$ cat src/rtl/tone_sequencer_if.sv
// tone_sequencer_if
//   Bundles the game-FSM strobes, the mute switch and the tone-generator
//   outputs of the tone sequencer.
//   master : game side, drives win/lose/mute and observes the outputs
//   slave  : sequencer side, samples win/lose/mute and drives the outputs
interface tone_sequencer_if;
    logic       win;
    logic       lose;
    logic       mute;
    logic [9:0] sound_freq_out;
    logic       enable_sound;
    logic       busy;
    logic       done;

    modport master (
        output win, lose, mute,
        input  sound_freq_out, enable_sound, busy, done
    );

    modport slave (
        input  win, lose, mute,
        output sound_freq_out, enable_sound, busy, done
    );
endinterface

$ cat src/rtl/tone_sequencer.sv
// tone_sequencer
//   Plays a short win or lose jingle on the board tone generator when the
//   game FSM strobes win or lose. Lose has priority and may pre-empt a
//   running win jingle. All outputs are registered.
//   clk    : system clock
//   resetN : asynchronous active-low reset
//   tone   : slave side of tone_sequencer_if
//            win/lose (1-cycle strobes), mute (level),
//            sound_freq_out[9:0], enable_sound, busy, done
//
// state    | meaning
// ---------+------------------------------------------------------
// S_IDLE   | silent, waiting for a win/lose strobe
// S_NOTE   | current note sounding for NOTE_TICKS cycles
// S_GAP    | silence after a note for GAP_TICKS cycles
// S_FINISH | one-cycle done pulse, then back to S_IDLE
module tone_sequencer #(
    parameter int NOTE_TICKS = 5,
    parameter int GAP_TICKS  = 2,
    parameter int WIN_LEN    = 4,
    parameter int LOSE_LEN   = 3
) (
    input  logic             clk,
    input  logic             resetN,
    tone_sequencer_if.slave  tone
);

    localparam int MAX_TICKS = (NOTE_TICKS > GAP_TICKS)
                             ? ((NOTE_TICKS > 2) ? NOTE_TICKS : 2)
                             : ((GAP_TICKS  > 2) ? GAP_TICKS  : 2);
    localparam int CW = $clog2(MAX_TICKS);

    localparam logic [CW-1:0] NOTE_LOAD = CW'(NOTE_TICKS - 1);
    localparam logic [CW-1:0] GAP_LOAD  = (GAP_TICKS > 0) ? CW'(GAP_TICKS - 1) : '0;
    localparam logic [1:0]    WIN_LAST  = 2'(WIN_LEN - 1);
    localparam logic [1:0]    LOSE_LAST = 2'(LOSE_LEN - 1);

    localparam logic SEL_WIN  = 1'b0;
    localparam logic SEL_LOSE = 1'b1;

    typedef enum logic [1:0] {S_IDLE, S_NOTE, S_GAP, S_FINISH} state_t;

    state_t        state_q, state_d;
    logic          sel_q, sel_d;
    logic [1:0]    idx_q, idx_d;
    logic [CW-1:0] cnt_q, cnt_d;
    logic [9:0]    freq_q, freq_d;
    logic          en_q, en_d;
    logic          busy_q, busy_d;
    logic          done_q, done_d;

    logic          start;
    logic          start_sel;
    logic [1:0]    last_idx;

    function automatic logic [9:0] rom_note(input logic sel, input logic [1:0] idx);
        logic [9:0] f;
        f = '0;
        case ({sel, idx})
            3'b000: f = 10'd5;
            3'b001: f = 10'd7;
            3'b010: f = 10'd9;
            3'b011: f = 10'd12;
            3'b100: f = 10'd9;
            3'b101: f = 10'd7;
            3'b110: f = 10'd5;
            3'b111: f = 10'd2;
        endcase
        return f;
    endfunction

    always_comb begin
        state_d   = state_q;
        sel_d     = sel_q;
        idx_d     = idx_q;
        cnt_d     = cnt_q;
        start     = 1'b0;
        start_sel = SEL_WIN;
        last_idx  = (sel_q == SEL_LOSE) ? LOSE_LAST : WIN_LAST;

        case (state_q)
            S_IDLE: begin
                if (tone.lose) begin
                    start     = 1'b1;
                    start_sel = SEL_LOSE;
                end else if (tone.win) begin
                    start     = 1'b1;
                    start_sel = SEL_WIN;
                end
            end
            S_NOTE, S_GAP: begin
                // only lose can interrupt, and only a win jingle
                if (tone.lose && (sel_q == SEL_WIN)) begin
                    start     = 1'b1;
                    start_sel = SEL_LOSE;
                end else if (cnt_q != '0) begin
                    cnt_d = cnt_q - 1'b1;
                end else if ((state_q == S_NOTE) && (GAP_TICKS > 0)) begin
                    state_d = S_GAP;
                    cnt_d   = GAP_LOAD;
                end else if (idx_q == last_idx) begin
                    state_d = S_FINISH;
                end else begin
                    state_d = S_NOTE;
                    idx_d   = idx_q + 2'd1;
                    cnt_d   = NOTE_LOAD;
                end
            end
            S_FINISH: state_d = S_IDLE;
            default:  state_d = S_IDLE;
        endcase

        if (start) begin
            state_d = S_NOTE;
            sel_d   = start_sel;
            idx_d   = 2'd0;
            cnt_d   = NOTE_LOAD;
        end

        // outputs follow the next state so they are valid the cycle after the edge
        freq_d = (state_d == S_NOTE) ? rom_note(sel_d, idx_d) : 10'd0;
        en_d   = (state_d == S_NOTE) && !tone.mute;
        busy_d = (state_d == S_NOTE) || (state_d == S_GAP);
        done_d = (state_d == S_FINISH);
    end

    always_ff @(posedge clk or negedge resetN) begin
        if (!resetN) begin
            state_q <= S_IDLE;
            sel_q   <= SEL_WIN;
            idx_q   <= 2'd0;
            cnt_q   <= '0;
            freq_q  <= 10'd0;
            en_q    <= 1'b0;
            busy_q  <= 1'b0;
            done_q  <= 1'b0;
        end else begin
            state_q <= state_d;
            sel_q   <= sel_d;
            idx_q   <= idx_d;
            cnt_q   <= cnt_d;
            freq_q  <= freq_d;
            en_q    <= en_d;
            busy_q  <= busy_d;
            done_q  <= done_d;
        end
    end

    assign tone.sound_freq_out = freq_q;
    assign tone.enable_sound   = en_q;
    assign tone.busy           = busy_q;
    assign tone.done           = done_q;

endmodule

$ cat src/flat_wrapper.sv
// flat-port wrapper written by rule: the top's interface ports become plain ports
module tone_sequencer_flat 
#(
    parameter int NOTE_TICKS = 5,
    parameter int GAP_TICKS  = 2,
    parameter int WIN_LEN    = 4,
    parameter int LOSE_LEN   = 3
)
  (clk, resetN, tone_win, tone_lose, tone_mute, tone_sound_freq_out, tone_enable_sound, tone_busy, tone_done);
  tone_sequencer_if tone_i ();
  input  logic clk;
  input  logic resetN;
  input wire logic [$bits(tone_i.win)-1:0] tone_win;
  input wire logic [$bits(tone_i.lose)-1:0] tone_lose;
  input wire logic [$bits(tone_i.mute)-1:0] tone_mute;
  output wire logic [$bits(tone_i.sound_freq_out)-1:0] tone_sound_freq_out;
  output wire logic [$bits(tone_i.enable_sound)-1:0] tone_enable_sound;
  output wire logic [$bits(tone_i.busy)-1:0] tone_busy;
  output wire logic [$bits(tone_i.done)-1:0] tone_done;
  assign tone_i.win = tone_win;
  assign tone_i.lose = tone_lose;
  assign tone_i.mute = tone_mute;
  assign tone_sound_freq_out = tone_i.sound_freq_out;
  assign tone_enable_sound = tone_i.enable_sound;
  assign tone_busy = tone_i.busy;
  assign tone_done = tone_i.done;
  tone_sequencer #(.NOTE_TICKS(NOTE_TICKS), .GAP_TICKS(GAP_TICKS), .WIN_LEN(WIN_LEN), .LOSE_LEN(LOSE_LEN)) u_core (.clk(clk), .resetN(resetN), .tone(tone_i));
endmodule
$ cat config.mk
export PLATFORM = sky130hd
export DESIGN_NAME = tone_sequencer_flat
export DESIGN_NICKNAME = d
export VERILOG_FILES = /design/src/rtl/tone_sequencer_if.sv /design/src/rtl/tone_sequencer.sv /design/src/flat_wrapper.sv
export SDC_FILE = /design/constraint.sdc
export NUM_CORES = 1
export LEC_CHECK = 0
export ABC_AREA = 1
export CORE_UTILIZATION = 45
export DETAILED_ROUTE_END_ITERATION = 6
export PLACE_DENSITY = 0.7
export SLEW_MARGIN = 20
export SYNTH_ARGS = -nofsm -noshare
export SYNTH_HDL_FRONTEND = slang
export SYNTH_SLANG_ARGS = --single-unit
$ cat constraint.sdc
create_clock -name clk -period 2.5 [get_ports clk]
set_clock_uncertainty 0.2 [all_clocks]
set_input_delay 0.75 -clock clk [delete_from_list [all_inputs] [get_ports clk]]
set_output_delay 0.75 -clock clk [all_outputs]
set_load 0.01 [all_outputs]
==> metrics, run 1 <==
outcome complete, no violations; clk sinks 15; vias per std cell 4.65; CTS tree yes; RR Endpoint u_core.tone.sound_freq_out[2]; setup tns final 0 ps; Syn Inst Count 116; crit-path cells clkdlybuf4s50_1 > o21ai_0 > nand2_2 > nand2_4 > nand2_1 > nor2_2 > inv_1 > ha_1 > a21oi_1 > nor2_1; Compound-Gate Fraction of Synth Area 7.66%; Yosys cell types 22; VDD IR max 0.584 mV; max-cap viol count 0; TritonRoute pass-1 iters 4; total CTS buffers 3; Placeable Area 1960 um2; WL final 1670 um; fin area 1130 um2; area delta synth->final 19.6%; Placed Cells 158; FMAX 428 MHz; post-DP HPWL 1350 um; I/O Buffers 11; CP Capture Point u_core.tone.sound_freq_out[2]; Congestion Overflow GR 0; H-tree lvl count 1; Initial DRC Count 9; hold_buf cts 0; nets@finish 151; main combinational cell family by area after synthesis simple AND/OR/NAND/NOR gates; CTS clk-pin slew, worst paths 90 ps; DR DRC count 0; Slowest-stage cell, CP clkdlybuf4s50_1; CTS Buffer Depth 2; Yosys top cell by area dfrtp_1; RSZ-0062 raised after global routing no; Setup CP Type primary input to flop; xor/xnor share of the synthesized area 0.925%; Max-slew headroom 56.3%; wire length per cell 10.3 um; global-route wire length before repair 2790 um; Final min period 2330 ps; final number of hold-violating endpoints 0; worst slew pin tran 653 ps; mux cell area share after synthesis 0%; kind of end point of the critical path flop; dpl ws -143 ps; # diodes 0; r2r setup slk 410 ps; Synth Cell Area 947 um2; full die area 2290 um2; post-synthesis adder-cell area fraction 13.2%; fin cells 162; Seq/Total Area, Yosys 39.6%; width of the die 47.9 um; Placer Congestion 0.800; vias in the first global route 673; RR Startpoint u_core.state_q[0]; Setup WS post-layout 166 ps; Hold Slack 409 ps; Max FO, Critical Path 6; Max stage delay on crit path 460 ps; YS warnings 0; final core utilization 57.7%; Hold WC Path Type flop to flop; area fraction in and, or, nand and nor cells after synthesis 26.3%; Clock Root Buffer clkbuf_4; vias 753; Chip Height 47.9 um; CP startpoint kind primary input; P_leak 0.583 nW; Rows 16; initial core utilization 48.3%; Mean Syn Cell Area 8.17 um2; num ports 18; share of cells above drive strength 1 14.8%; Synth Register Bits 15; Cell Pwr Density 1250 nW/um2; period utilisation layout 93.4%; initial antenna violation count 0; Worst-Skew Late Latency 280 ps; Req. time, crit path 2470 ps; Design Power 1.42 mW; fin. max-slew vios 0; Data arrival, critical path 2310 ps; top-area cell type share of the netlist area 39.6%; # setup viols final 0; Tot GR Track Use 17.9%; worst r2r path cells 12; dpl cell area 1100 um2; largest net degree at the start of global routing 16; main area contributors after synthesis dfrtp_1 40%, ha_1 13%, nand2_1 7.9%, inv_1 6.7%, nor2_1 5.5%; CP startpoint tone_lose; post-route ant nets 0
## cell type report
class / instances / area (um2)
multi-input combinational: 82 / 480
timing repair buffer: 16 / 148
tap: 27 / 33.8
fill: 198 / 830
clock buffer: 3 / 22.5
clock inverter: 1 / 5.00
sequential: 15 / 375
inverter: 18 / 67.6
## layout by cell type (no fill, tap or decap), types with 4 or more instances in the layout
cell	count
buf_4	5
clkdlybuf4s50_1	11
conb_1	6
dfrtp_1	15
ha_1	10
inv_1	17
nand2_1	20
nand2_2	4
nand3_1	8
nor2_1	13
o21ai_0	7
## sequential cells by signal, summed over array words and instances, names as in the netlist
register and count:
u_core.cnt_q 3, u_core.idx_q 2, u_core.sel_q 1, u_core.state_q 2
u_core.tone.busy 1, u_core.tone.done 1, u_core.tone.enable_sound 1, u_core.tone.sound_freq_out 4
## report_power, final
group          switching [mW]  internal, mW  total [mW]  leakage [nW]
combinational           0.503         0.370       0.873         0.378
clock                  0.0774        0.0592       0.137        0.0177
sequential             0.0616         0.344       0.405         0.188
## cells in the mapped netlist, drive strengths merged
master / instances
a21boi: 1
a21oi: 1
buf: 6
conb: 1
dfrtp: 15
ha: 10
inv: 18
nand2: 26
nand3: 9
nand4: 1
nor2: 16
o21ai: 9
o221ai: 1
o22ai: 1
xnor2: 1
## how the worst min path moves through the flow
stage / cells past startpoint / from / endpoint / slack (ps)
4_1_cts: 2 / u_core.cnt_q[1] / u_core.cnt_q[1] / 410
6_report: 2 / u_core.cnt_q[1] / u_core.cnt_q[1] / 410
3_5_place_dp: 2 / u_core.cnt_q[1] / u_core.cnt_q[1] / 390
3_3_place_gp: 2 / u_core.cnt_q[1] / u_core.cnt_q[1] / 390
5_1_grt: 2 / u_core.cnt_q[1] / u_core.cnt_q[1] / 450
2_1_floorplan: 0 / resetN / u_core.cnt_q[0] / 250
## per-layer routing
metal	share of wire (%)	track usage, %
met5	0	0
met4	1.6	10.0
met2	51	30.0
met3	1.2	1.13
met1	46	22.8
## what timing repair did
item / in CTS / in global routing
buffers inserted: 0 / 0
setup endpoints to repair: 0 / 4
resized for setup: 0 / 1
## worst max-delay path, delay by kind of cell
| family | cells | cell delay (ps) |
|---|---|---|
| and+or+nand+nor | 5 | 410 |
| adders and majority gates | 1 | 260 |
| AOI/OAI and AO/OA | 2 | 360 |
| buffers and inverters | 2 | 530 |
## cells by family after synthesis
| group | after synthesis |
|---|---|
| AND/OR/NAND/NOR | 52 |
| flip-flops | 15 |
| other | 1 |
| XOR/XNOR | 1 |
| buffers and inverters | 24 |
| adder cells (fa/ha/maj) | 10 |
| AO/OA/AOI/OAI | 13 |
Power figures use the tool's default switching activity.
==> run 2: changes to the inputs <==
--- a/config.mk
+++ b/config.mk
@@ -8,6 +8,7 @@
 export ABC_AREA = 1
 export CORE_UTILIZATION = 45
 export DETAILED_ROUTE_END_ITERATION = 6
+export HOLD_SLACK_MARGIN = 0.03
 export PLACE_DENSITY = 0.7
 export SLEW_MARGIN = 20
 export SYNTH_ARGS = -nofsm -noshare
==> constraint.sdc (replaced) <==
create_clock -name clk -period 2.3 [get_ports clk]
set_clock_uncertainty 0.2 [all_clocks]
set_input_delay 0.69 -clock clk [delete_from_list [all_inputs] [get_ports clk]]
set_output_delay 0.69 -clock clk [all_outputs]
set_load 0.01 [all_outputs]
==> run 2 against run 1 <==
- worst hold slack got worse by 14 ps
- die area unchanged
- via count increased by 0.66%
- total power increased by 11%
- critical endpoint unchanged
- largest cell class unchanged
- highest routed layer unchanged
==> metrics, run 2 (synthesized netlist as in run 1, its figures left out) <==
Switching Share 45.1% (-0.30 points); final core utilization 58.9% (+1.2 points); Worst-Skew Late Latency 280 ps (about the same); worst r2r path cells 11 (-1); total CTS buffers 3 (unchanged); CP startpoint kind primary input; post-CTS setup buffer count 0 (unchanged); kind of end point of the critical path flop; fillers 209 (+5.6%); area delta synth->final 22.1%; Chip Height 47.9 um (unchanged); met1 Use GR 24.2% (+1.4 points); Initial DRC Count 11 (+2); met3 Use GR 1.13% (unchanged); most frequent cells in the layout 20 x nand2_1, 17 x inv_1, 15 x dfrtp_1, 14 x nor2_1, 10 x clkdlybuf4s50_1; Hold Slack 395 ps (-13.6 ps); H-tree lvl count 1 (unchanged); Setup CP Type primary input to flop; TritonRoute pass-1 iters 4 (unchanged); Psw 0.706 mW (+10%); Power Internal 0.861 mW (+11%); FMAX 457 MHz; width of the die 47.9 um (unchanged); Placeable Area 1960 um2 (unchanged); P_leak 0.597 nW (+2.3%); Slowest-stage cell, CP clkdlybuf4s50_1; Max stage delay on crit path 390 ps (-70 ps); initial antenna violation count 0 (unchanged); wire length per cell 10.7 um (+4.2%); vias in the first global route 681 (+1.2%); CTS Buffer Depth 2 (unchanged); Max FO, Critical Path 6 (unchanged); vias per std cell 4.65 (about the same); Logic pwr share 62.3% (+0.6 points); crit-path cells clkdlybuf4s50_1 > o21ai_0 > nand2_2 > nand2_4 > nand2_1 > nor2_2 > inv_1 > ha_1 > a21oi_1 > nor2_1; Congestion Overflow GR 0 (unchanged); Placer Congestion 0.805 (+0.62%); HP Start u_core.cnt_q[1]; clk sinks 15 (unchanged); nets@finish 152 (+0.66%); post-DP HPWL 1350 um (+0.49%); Rows 16 (unchanged); post-route ant nets 0 (unchanged); clock power share 9.5% (-0.2 points); met2 Usage GRT 29.7% (-0.27 points); DR DRC count 0 (unchanged); full die area 2290 um2 (unchanged); RR Startpoint u_core.state_q[1]; num ports 18 (unchanged); Final min period 2190 ps; max-cap viol count 0 (unchanged); initial core utilization 48.3% (unchanged); outcome complete, no violations; WHS Endpoint u_core.cnt_q[1]; largest net degree at the start of global routing 16 (unchanged); RR Endpoint u_core.tone.sound_freq_out[2]; Hold WC Path Type flop to flop; hold_buf cts 0 (unchanged); CTS tree yes; final number of hold-violating endpoints 0 (unchanged); period utilisation layout 95.2%; share of cells above drive strength 1 15.4% (+0.63 points); Clock Root Buffer clkbuf_4; Tot GR Track Use 18.5% (+0.63 points); vias 758 (+0.66%); sequential share of power 28.2% (-0.4 points); RSZ-0062 raised after global routing no; Largest register FFs 4 (unchanged); # diodes 0 (unchanged); CTS clk-pin slew, worst paths 90 ps (about the same); most common cell after layout, fill and taps aside nand2_1; WHS Path Cells 2 (unchanged); busiest layer in global routing met2; Data arrival, critical path 2160 ps (-150 ps); # setup viols final 0 (unchanged); fin. max-slew vios 0 (unchanged); r2r setup slk 190 ps (-220 ps); Cell Pwr Density 1360 nW/um2 (+8.5%); VDD IR max 0.789 mV (+35%); Req. time, crit path 2270 ps (-200 ps); WL final 1750 um (+4.9%); global-route wire length before repair 2920 um (+4.4%); I/O Buffers 11 (unchanged)
[run 2: cell count changes in the layout (fill, tap and decap cells not counted), sizes merged]
cell and change:
buf +1, clkbuf +1, clkdlybuf4s50 -1, clkinv -1, dlymetal6s2s +1
[run 2: worst max-delay path by stage]
stage	start	endpoint	slack, ps	depth (start not counted)
global route	u_core.state_q[1]	u_core.tone.sound_freq_out[2]	9	11
floorplan	tone_lose	u_core.tone.sound_freq_out[2]	230	9
CTS	tone_lose	u_core.tone.sound_freq_out[2]	9	10
detailed placement	tone_lose	u_core.tone.sound_freq_out[1]	-290	11
finish	tone_win	u_core.tone.sound_freq_out[2]	110	10
global placement	tone_lose	u_core.tone.sound_freq_out[0]	-240	10
[run 2: layout make-up]
type / count / area, um2 / area share, %
multi-input combinational: 82 / 495 / 42.9
sequential: 15 / 375 / 32.5
timing repair buffer: 17 / 158 / 13.6
inverter: 18 / 67.6 / 5.84
tap: 27 / 33.8 / 2.92
clock buffer: 4 / 26.3 / 2.27
[run 2: through the flow]
step                setup slack (ps)  total power [mW]  area [um2]  TNS, ps  std cells
floorplan                        232              1.08         966        0        121
global placement                -242              1.38        1110    -1420        159
detailed placement              -291              1.40        1110    -1610        159
CTS                             8.97              1.56        1140        0        163
global route                    8.89              1.74        1160        0        163
finish                           111              1.57        1160        0        163
[run 2: power by group through the flow]
stage / Combinational [mW] / Sequential [mW] / Clock, mW
after floorplan: 0.621 / 0.462 / 0
after global placement: 0.934 / 0.443 / 0
after detailed placement: 0.955 / 0.449 / 0
after CTS: 0.965 / 0.443 / 0.153
after global routing: 1.12 / 0.455 / 0.166
final: 0.977 / 0.442 / 0.149
[run 2: timing repair]
action / 4_1_cts / 5_1_grt
endpoints found under the setup margin: 1 / 6
resized for setup: 1 / 2
gates cloned: 0 / 0
[run 2: layer usage]
metal | vias to the layer above | routed length (um)
li1 | 390 | -
met5 | - | 0
met1 | 360 | 781
met3 | 2 | 16
met2 | 6 | 924
met4 | 0 | 27
[run 2: worst max-delay path, delay by kind of cell]
family                   cells  cell delay [ps]
AND/OR/NAND/NOR              5              420
AO/OA/AOI/OAI                2              330
buffers and inverters        2              460
adder cells (fa/ha/maj)      1              260
==> run 3: changes to the inputs <==
--- a/config.mk
+++ b/config.mk
@@ -8,6 +8,7 @@
 export ABC_AREA = 1
 export CORE_UTILIZATION = 45
 export DETAILED_ROUTE_END_ITERATION = 6
+export GPL_ROUTABILITY_DRIVEN = 0
 export HOLD_SLACK_MARGIN = 0.03
 export PLACE_DENSITY = 0.7
 export SLEW_MARGIN = 20
==> results of run 3 <==
The final DEF is identical to that of run 2; final timing and power are the same.
==> edit: new RTL, flow settings as in run 2 <==
`GAP_TICKS` is set to 2 in 2 places; all go to 4.
--- a/src/rtl/tone_sequencer.sv
+++ b/src/rtl/tone_sequencer.sv
@@ -17,5 +17,5 @@
 module tone_sequencer #(
     parameter int NOTE_TICKS = 5,
-    parameter int GAP_TICKS  = 2,
+    parameter int GAP_TICKS  = 4,
     parameter int WIN_LEN    = 4,
     parameter int LOSE_LEN   = 3
--- a/src/flat_wrapper.sv
+++ b/src/flat_wrapper.sv
@@ -3,5 +3,5 @@
 #(
     parameter int NOTE_TICKS = 5,
-    parameter int GAP_TICKS  = 2,
+    parameter int GAP_TICKS  = 4,
     parameter int WIN_LEN    = 4,
     parameter int LOSE_LEN   = 3
Function: changed (Yosys sat finds a counterexample within 10 cycles, from zero or initial values and one cycle with resetN low).
==> edit against run 2 <==
Area after synthesis rose by 8.9%. Wire length rose by 17%. Power rose by 20%. Worst setup slack got worse by 27 ps. Clock power barely moved. Hold slack got worse by 72 ps. Largest power group unchanged. Critical path type unchanged. Utilization rose by 2.8 points. Cell area rose by 10%. Sequential share of layout area fell by 3.0 points. Sequential cell count did not move.
==> edit: results (changes against run 2) <==
Met2 Usage GRT = 0.309 (+0.0113)
LEAKAGE = 0.678 nW (+14%)
Pre-CTS WS = -388 ps (-97.4 ps)
Share of layout cells above drive strength 1 = 0.226 (+0.0714)
Worst-path fanout max = 6 (unchanged)
Gr usage total = 0.181 (-0.00399)
Final Net Count = 173 (+14%)
Worst-Skew Late Latency = 290 ps
Arr. time, crit path = 2200 ps (+40 ps)
Synth top cells by count = 29 x nand2_1, 19 x inv_1, 15 x dfrtp_1
Area of placed instances = 0.00118 mm² (+6.5%)
Post-synth cell types = 20 (-9.1%)
Post-DP HPWL = 1520 µm (+12%)
Global Route met3 Usage = 0.0494 (+0.0381)
Gpl congestion = 0.828 (+2.8%)
Post-CTS sizing = 1 (unchanged)
Uppermost layer routed = met4
Vias in the first global route = 831 (+22%)
Max FFs per register = 4 (unchanged)
Post-route insts no fill = 182 (+12%)
First-pass GRT wire length = 3390 µm (+16%)
Maximum vdd ir drop = 871 µV (+10%)
Initial DRC Count = 5 (-6)
Cells after synthesis = 132 (+14%)
WL met1 = 874 µm (+12%)
Met2 wire len = 1070 µm (+16%)
Metal3 WL = 70 µm (+340%)
Synth area leaders = dfrtp_1 36%, ha_1 15%, nand2_1 11%, inv_1 6.9%, nand3_1 4.4%
Outcome = finished, final reports clean
Seq/Total Area, Yosys = 0.364 (-0.0322)
Synth warn = 0 (unchanged)
Clock root buffer master = clkbuf_4
Initial antenna violation count = 0 (unchanged)
Global routing usage on met1 = 0.214 (-0.0279)
Layout fillers = 174 (-17%)
Main synth FF type = dfrtp_1
Drt wl/cell = 11.3 µm (+4.9%)
Vias/cell = 4.95 (+6.3%)
[edit: power by group]
group,internal (W),switching [W]
combinational,0.000551,0.000701
clock,0.0000675,0.0000819
sequential,0.000390,0.0000823
total,0.00101,0.000865
[edit: cell type report]
class	count	area share
inverters	23	0.0678
repair buffers	21	0.145
clock buffers	4	0.0206
well taps	27	0.0265
multi-input cells	92	0.445
flip-flops and latches	15	0.295
[edit: critical path, cell delays in order]
cell             delay (ps)
clkdlybuf4s50_1         440
o21ai_2                 130
nand2_1                 100
nand2_4                 110
nand2_1                 100
nor2_4                  120
inv_1                    60
ha_1                    290
a21oi_2                 110
nor2_1                   50
[edit: kinds of logic (layout without fill, tap and decap cells)]
group                    after synthesis  count (layout)  share of synthesized area
buffers and inverters                 30              48                      0.138
flip-flops                            15              15                      0.364
adder cells (fa/ha/maj)               12              12                      0.146
AND/OR/NAND/NOR                       60              60                      0.274
AO/OA/AOI/OAI                         14              14                     0.0740
other                                  1               6                    0.00364
[edit: final timing paths]
kind	cells after the start	slack, ps	to	from
worst max-delay path	10	80	u_core.tone.sound_freq_out[2]	tone_win
worst min-delay path	2	320	u_core.cnt_q[1]	u_core.cnt_q[1]
worst max register to register	11	150	u_core.tone.sound_freq_out[1]	u_core.cnt_q[0]
worst min register to register	2	320	u_core.cnt_q[1]	u_core.cnt_q[1]
max in group asynchronous	2	1220	u_core.tone.sound_freq_out[3]	resetN
min in group asynchronous	2	510	u_core.tone.sound_freq_out[0]	resetN
[edit: through the flow]
step / total power (W) / hold WS, ps / utilization
after floorplan: 0.00126 / 194 / -
after global placement: 0.00156 / 306 / 0.573
after detailed placement: 0.00160 / 305 / 0.573
after CTS: 0.00175 / 325 / 0.586
after global routing: 0.00207 / 374 / 0.617
final: 0.00187 / 323 / 0.617
